## src/rtl/tmds_decode.sv

```systemverilog
// TMDS receive-side symbol decoder: undoes DC-balance inversion and XOR/XNOR
// transition coding, classifies control tokens and drives a bit-slip lock FSM.
module tmds_decode #(
    parameter int LOCK_COUNT     = 4,
    parameter int SEARCH_TIMEOUT = 1024
) (
    input  logic       clk_in,
    input  logic       rst_n_in,
    input  logic       symbol_valid_in,
    input  logic [9:0] symbol_in,
    output logic [7:0] data_out,
    output logic [1:0] ctrl_out,
    output logic       de_out,
    output logic       valid_out,
    output logic       locked_out,
    output logic       bitslip_out,
    output logic [7:0] loss_count_out
);
    localparam int RUN_W  = $clog2(LOCK_COUNT + 1);
    localparam int IDLE_W = $clog2(SEARCH_TIMEOUT + 1);

    localparam logic [0:0] SEARCH = 1'b0;
    localparam logic [0:0] LOCKED = 1'b1;

    logic [0:0]        state_q, state_d;
    logic [RUN_W-1:0]  run_q, run_d, run_inc;
    logic [IDLE_W-1:0] idle_q, idle_d, idle_inc;
    logic [7:0]        loss_q, loss_d;
    logic              slip_d;

    logic [7:0] data_q, data_d;
    logic [1:0] ctrl_q, ctrl_d;
    logic       de_q, de_d;
    logic       valid_q;
    logic       slip_q;

    logic       is_tok;
    logic [1:0] tok_val;
    logic [7:0] d_raw;
    logic [7:0] dec;

    always_comb begin
        is_tok  = 1'b1;
        tok_val = 2'b00;
        case (symbol_in)
            10'h354: tok_val = 2'b00;
            10'h0AB: tok_val = 2'b01;
            10'h154: tok_val = 2'b10;
            10'h2AB: tok_val = 2'b11;
            default: is_tok = 1'b0;
        endcase
    end

    // Inversion first, then unwind the chained XOR/XNOR from bit 0 upward.
    always_comb begin
        dec    = '0;
        d_raw  = symbol_in[9] ? ~symbol_in[7:0] : symbol_in[7:0];
        dec[0] = d_raw[0];
        for (int i = 1; i < 8; i++) begin
            dec[i] = symbol_in[8] ? (d_raw[i] ^ d_raw[i-1]) : ~(d_raw[i] ^ d_raw[i-1]);
        end
    end

    always_comb begin
        state_d  = state_q;
        run_d    = run_q;
        idle_d   = idle_q;
        loss_d   = loss_q;
        slip_d   = 1'b0;
        run_inc  = (run_q == RUN_W'(LOCK_COUNT)) ? run_q : run_q + 1'b1;
        idle_inc = idle_q + 1'b1;
        if (symbol_valid_in) begin
            case (state_q)
                SEARCH: begin
                    if (is_tok && run_inc == RUN_W'(LOCK_COUNT)) begin
                        state_d = LOCKED;
                        run_d   = run_inc;
                        idle_d  = '0;
                    end else if (idle_inc == IDLE_W'(SEARCH_TIMEOUT)) begin
                        slip_d = 1'b1;
                        idle_d = '0;
                        run_d  = '0;
                    end else begin
                        idle_d = idle_inc;
                        run_d  = is_tok ? run_inc : '0;
                    end
                end
                default: begin
                    if (is_tok) begin
                        idle_d = '0;
                    end else if (idle_inc == IDLE_W'(SEARCH_TIMEOUT)) begin
                        state_d = SEARCH;
                        run_d   = '0;
                        idle_d  = '0;
                        loss_d  = (loss_q == 8'hFF) ? loss_q : loss_q + 1'b1;
                    end else begin
                        idle_d = idle_inc;
                    end
                end
            endcase
        end
    end

    always_comb begin
        data_d = data_q;
        ctrl_d = ctrl_q;
        de_d   = de_q;
        if (symbol_valid_in) begin
            data_d = is_tok ? 8'h00 : dec;
            de_d   = ~is_tok;
            if (is_tok) ctrl_d = tok_val;
        end
    end

    always_ff @(posedge clk_in or negedge rst_n_in) begin
        if (!rst_n_in) begin
            state_q <= SEARCH;
            run_q   <= '0;
            idle_q  <= '0;
            loss_q  <= '0;
            data_q  <= '0;
            ctrl_q  <= '0;
            de_q    <= 1'b0;
            valid_q <= 1'b0;
            slip_q  <= 1'b0;
        end else begin
            state_q <= state_d;
            run_q   <= run_d;
            idle_q  <= idle_d;
            loss_q  <= loss_d;
            data_q  <= data_d;
            ctrl_q  <= ctrl_d;
            de_q    <= de_d;
            valid_q <= symbol_valid_in && (state_d == LOCKED);
            slip_q  <= slip_d;
        end
    end

    assign data_out       = data_q;
    assign ctrl_out       = ctrl_q;
    assign de_out         = de_q;
    assign valid_out      = valid_q;
    assign locked_out     = (state_q == LOCKED);
    assign bitslip_out    = slip_q;
    assign loss_count_out = loss_q;
endmodule

```

## config.mk

```make
export PLATFORM = sky130hd
export DESIGN_NAME = tmds_decode
export DESIGN_NICKNAME = d
export VERILOG_FILES = /design/src/rtl/tmds_decode.sv
export SDC_FILE = /design/constraint.sdc
export NUM_CORES = 1
export LEC_CHECK = 0
export ABC_AREA = 1
export CORE_ASPECT_RATIO = 0.7
export CORE_MARGIN = 2
export CORE_UTILIZATION = 45
export CTS_BUF_LIST = sky130_fd_sc_hd__clkbuf_2
export DETAILED_ROUTE_END_ITERATION = 8
export PLACE_DENSITY = 0.69
export SYNTH_ARGS = -nofsm -noshare
export SYNTH_HDL_FRONTEND = slang
export SYNTH_SLANG_ARGS = --single-unit
```

## constraint.sdc

```tcl
create_clock -name clk_in -period 4.57 [get_ports clk_in]
set_input_delay 0.914 -clock clk_in [delete_from_list [all_inputs] [get_ports clk_in]]
set_output_delay 0.914 -clock clk_in [all_outputs]
set_load 0.005 [all_outputs]
```

# Word-level counts from Yosys, hierarchy flattened
# Index checks and enable logic that the tools add are counted.
[totals] regBits=36 latch_bits=0 ram_bits=0 mem_bits_ro=0 in_bits=13 output_inout_bits=22 elab_cells=76 mem_count=0
[op_classes] addsub=3 multipliers=0 n_div=0 magnitude_cmp=0 eq_ne=10 n_shift=0 n_mux=31 bitwise_logic=17 n_reduce_logical=6
[ops] operator="11-bit two-way mux" count=4
[ops] operator="3-bit two-way mux" count=7
[ops] operator="10-bit == test (second input constant)" count=2
[ops] operator="1-bit two-way mux" count=17
[ops] operator="8-bit two-way mux" count=2
[ops] operator="11-bit by 1-bit adder with 11-bit output (second input constant)" count=1
[ops] operator="11-bit == test (second input constant)" count=1
[ops] operator="10-bit by 8-bit == test with 1-bit output (second input constant)" count=1
[ops] operator="10-bit by 9-bit == test with 1-bit output (second input constant)" count=1
[ops] operator="1-bit inverter" count=9
[ops] operator="8-bit by 1-bit adder with 8-bit output (second input constant)" count=1
[ops] operator="8-bit == test (second input constant)" count=1
[ops] operator="8-bit inverter" count=1
[ops] operator="1-bit XOR" count=7
[ops] operator="3-bit == test (second input constant)" count=2
[ops] operator="2-bit one-hot mux with 3 select lines" count=1
[ops] operator="5-bit AND reduction" count=1
[ops] operator="4-bit OR reduction" count=1
[ops] operator="3-bit by 1-bit adder with 3-bit output (second input constant)" count=1
[ops] operator="3-bit AND reduction" count=1
[ops] operator="1-bit logical AND" count=2
[ops] operator="2-bit by 1-bit inequality test with 1-bit output (second input constant)" count=1
[ops] operator="2-bit inequality test (second input constant)" count=1
[ops] operator="2-bit AND reduction" count=1

# Depth between registers and ports, before layout
[logic_depth] ltp_word=8 ltp_mapped=13 depth_no_buf=13

# Worst setup path before layout
# No wires, ideal clock.
[synth_path] path_kind="input-to-reg" startpoint="in symbol_in[1]" endpoint="reg loss_q[0], in the netlist loss_count_out[0]" setup_ns=0.117 t_arrival_ns=1.997 t_required_ns=4.453 path_slack_ns=2.456 cell_stages=12 path_cell_list="inv_1 > ha_1 > nand2_1 > nor3_1 > nand2_1 > nand3_1 > nor2_1 > nand3_4 > nor2_8 > inv_2 > nand2_1 > nand2_1"
[synth_between] elab_chain_len=5 word_cells_on_any_way=8 classes_between="eq/ne (4); mux (1); bitwise (1); reduce/logical (2)"
[synth_lines] element="start: declaration" line="10" text="input logic [9:0] symbol_in,"
[synth_lines] element="10-bit == test (tied with other cells)" line="45" text="case (symbol_in)"
[synth_lines] element="4-bit OR reduction (no line) *"
[synth_lines] element="1-bit two-way mux *" line="45"
[synth_lines] element="1-bit inverter (no line) *"
[synth_lines] element="5-bit AND reduction (no line) *"
[synth_lines] element="end signal: assignment" line="130" text="loss_q <= loss_d;"
[synth_lines] element="end: declaration" line="28" text="logic [7:0] loss_q, loss_d;"
# Every way passes the cells marked *; elsewhere a longest branch is shown, timed or not.
# A chain may end at the register's enable or synchronous reset.

# Final worst setup path
[layout_path] startpoint="in symbol_in[0]" endpoint="reg loss_q[1], in the netlist loss_count_out[1]"
# Same word-level chain as after synthesis.

==> summary.txt <==
combinational family with the most area after synthesis: simple AND/OR/NAND/NOR gates
adder-cell share of the synthesized area: 0.0338
number of hold-repair buffers added at the cts stage: 0
number of setup violations in the final report: 0
arrival time worst endpoint: 3.04 ns
starting utilization of the core area: 0.467
EDFF count, synth: 0
initial antenna violation count: 0
proportion of layout cells with a drive suffix above 1: 0.106
non-filler cells, final: 400
most used flip-flop cell after synthesis: sky130_fd_sc_hd__dfrtp_1
clock transition at the registers of the reported paths: 0.20 ns
total via count in the routed design: 1,988
uppermost metal layer occupied by signal nets: met4
Port Buffers: 34
Max Buffers Root-to-Sink: 2
Layout area overhead: 20.2%
share of total power in the clock network: 0.199
clock buffer count from CTS: 5
highest net fanout along the worst path: 12
most area-consuming cells after synthesis: sky130_fd_sc_hd__dfrtp_1 (41%), sky130_fd_sc_hd__nand2_1 (14%), sky130_fd_sc_hd__inv_1 (5.9%)
setup repair after global routing missed its margin: false
routed wire length on met2: 2.00 mm
via-per-instance ratio: 4.97
kind of launch point of the worst setup path: input port
mux cell area share after synthesis: 0
core outline area: 4760 um^2
wirelength, routed: 4.98 mm
combinational fraction of design power: 0.275
area after detailed placement: 2630 um^2
DP HPWL: 3.78 mm
number of cells upsized or downsized after cts: 0
required time reported for the critical path endpoint: 4.89 ns
sequential element share of the synthesized area: 0.406
Skew-Pair Late Insertion Delay: 0.40 ns
Avg Cell Area, Syn: 7.61 um^2
Setup Fix Bufs, Post-CTS: 0
Die ar.: 5520 um^2
cell with the most instances after synthesis: sky130_fd_sc_hd__nand2_1
Die W: 88.0 um
maximum number of pins on one net before global-route repair: 37
die height: 62.8 um
final number of hold-violating endpoints: 0
std cell rows: 21
status: finished clean
maximum resistive drop on vdd: 0.121 mV
Power Density: 284 nW/um^2
TritonCTS clock tree: yes
final critical path time including I/O delays and setup: 2.72 ns
number of max-slew violations in the final report: 0
count of clock tree sinks: 36
Antenna Violating Nets Remaining: 0
metal3 WL: 251 um
Post-Layout Inst Area: 2670 um^2
Ant. Diodes: 0
Total Neg Setup Slack: 0 ns
Clock Root Buffer: sky130_fd_sc_hd__clkbuf_2
global-route wire length before repair: 8.78 mm
Leak: 1.20 nW
# DRC: 0
total placed cells including tap cells: 392
count of cell types in the netlist: 31
critical path start-end classification: input port to flip-flop
max-cap viol count: 0
register bit total from synthesis: 36
final worst-path cycle share: 0.594
combined global-route utilization of all metal layers: 0.205
max_slew headroom: 0.459
share of the synthesized area in the top cell type: 0.406
asr flop ratio synth: 1.00
Post-Syn Nets: 311
class of the most critical hold timing path: flip-flop to flip-flop
internal cell power: 0.488 mW
overall power: 0.758 mW
detailed-route wire length per cell: 12.5 um
number of global-route vias before repair: 1,874
synthesized netlist cell count: 292
Hold WS: 0.509 ns
clock skew after layout: 0.0174 ns
Worst Setup End Kind: flip-flop
sequential group share of total power: 0.526
leading post-synthesis cells by instance count: sky130_fd_sc_hd__nand2_1 (84), sky130_fd_sc_hd__dfrtp_1 (36), sky130_fd_sc_hd__inv_1 (35), sky130_fd_sc_hd__nor2_1 (22)
Final Wtd Congestion: 0.866
complex-gate fraction of the synthesized area: 0.0856
cell area after synthesis: 2220 um^2
length of the first detailed-routing pass in iterations: 4
Simple-Gate Fraction of Synth Area: 0.337
number of top-level design ports: 35
nets: 349
power spent charging and discharging nets: 0.269 mW
Worst-Margin Slew: 0.811 ns
GRT Residual Overflow: 0
Synth Area in XOR/XNOR: 0.0631
maximum operating frequency: 368 MHz
Initial DRC Count: 138
H-tree lvl count: 2
wire length on met1: 2.67 mm
library cell occupying the most area in the post-synthesis netlist: sky130_fd_sc_hd__dfrtp_1
number of synthesis warnings: 0
switching part of the total: 0.355
-- cell families after synthesis --
| logic type | count (synthesis) |
|---|---|
| DFF | 36 |
| adders and majority gates | 6 |
| xor gates and xnor gates | 16 |
| AOI/OAI and AO/OA | 33 |
| buffers and inverters | 43 |
| and+or+nand+nor | 158 |
-- final timing paths --
check	slack, ns	from	endpoint	cells past startpoint
worst max-delay path	1.85	symbol_in[0]	loss_count_out[1]	13
worst min-delay path	0.51	de_out	de_out	2
worst max register to register	2.53	idle_q[0]	run_q[2]	10
worst min register to register	0.51	de_out	de_out	2
max in group asynchronous	3.48	rst_n_in	data_out[5]	1
min in group asynchronous	0.57	rst_n_in	loss_count_out[1]	1
-- state kept, by name, summed over array words and instances (netlist names) --
signal / cells
bitslip_out: 1
ctrl_out: 2
de_out: 1
valid_out: 1
loss_count_out: 8
run_q: 3
data_out: 8
idle_q: 11
locked_out: 1
-- layer usage --
metal,global-route usage,vias up
met3,0.0489,8
met1,0.309,916
met4,0.0635,0
li1,-,1014
met2,0.289,50
met5,0,-
-- placed cells by master, fill, tap and decap left out, drive strengths merged --
cell            n
clkinv          3
dfrtp          36
nand3b          2
nand2          91
nand3          20
o21ai          21
o22ai           8
xor2           12
nor2           29
a22o            1
or2             2
clkdlybuf4s50  33
clkbuf          7
nand4           8
xnor2           4
a21oi           3
nor3            6
buf             2
ha              6
inv            37
-- through the flow --
stage | worst slack [ns] | utilization
floorplan | 2.46 | -
global placement | 1.48 | 0.553
detailed placement | 1.40 | 0.553
CTS | 1.86 | 0.561
global route | 1.66 | 0.561
finish | 1.85 | 0.561
-- final cells by class --
class	instances	area (um^2)
clock buffer	7	35.0
tap	69	86.3
inverter	39	146
clock inverter	1	3.75
timing repair buffer	35	343
multi-input combinational	213	1150
fill	460	2090
sequential	36	901
-- power by group through the flow --
stage	clock [mW]	sequential, mW	combinational, mW
6_report	0.151	0.398	0.208
5_1_grt	0.168	0.407	0.240
4_1_cts	0.154	0.398	0.210
3_5_place_dp	0	0.403	0.209
3_3_place_gp	0	0.403	0.206
2_1_floorplan	0	0.397	0.139
-- worst max-delay path, cell delays in order --
cell and delay (ns):
sky130_fd_sc_hd__clkdlybuf4s50_1 0.52, sky130_fd_sc_hd__inv_1 0.06, sky130_fd_sc_hd__ha_1 0.18, sky130_fd_sc_hd__nand2_1 0.06, sky130_fd_sc_hd__nor3_1 0.05, sky130_fd_sc_hd__nand2_1 0.09
sky130_fd_sc_hd__nand3_1 0.32, sky130_fd_sc_hd__nor2_1 0.40, sky130_fd_sc_hd__nand3_4 0.15, sky130_fd_sc_hd__nor2_8 0.14, sky130_fd_sc_hd__inv_2 0.05, sky130_fd_sc_hd__nand2_1 0.05
sky130_fd_sc_hd__nand2_1 0.04
Power figures use the tool's default switching activity.
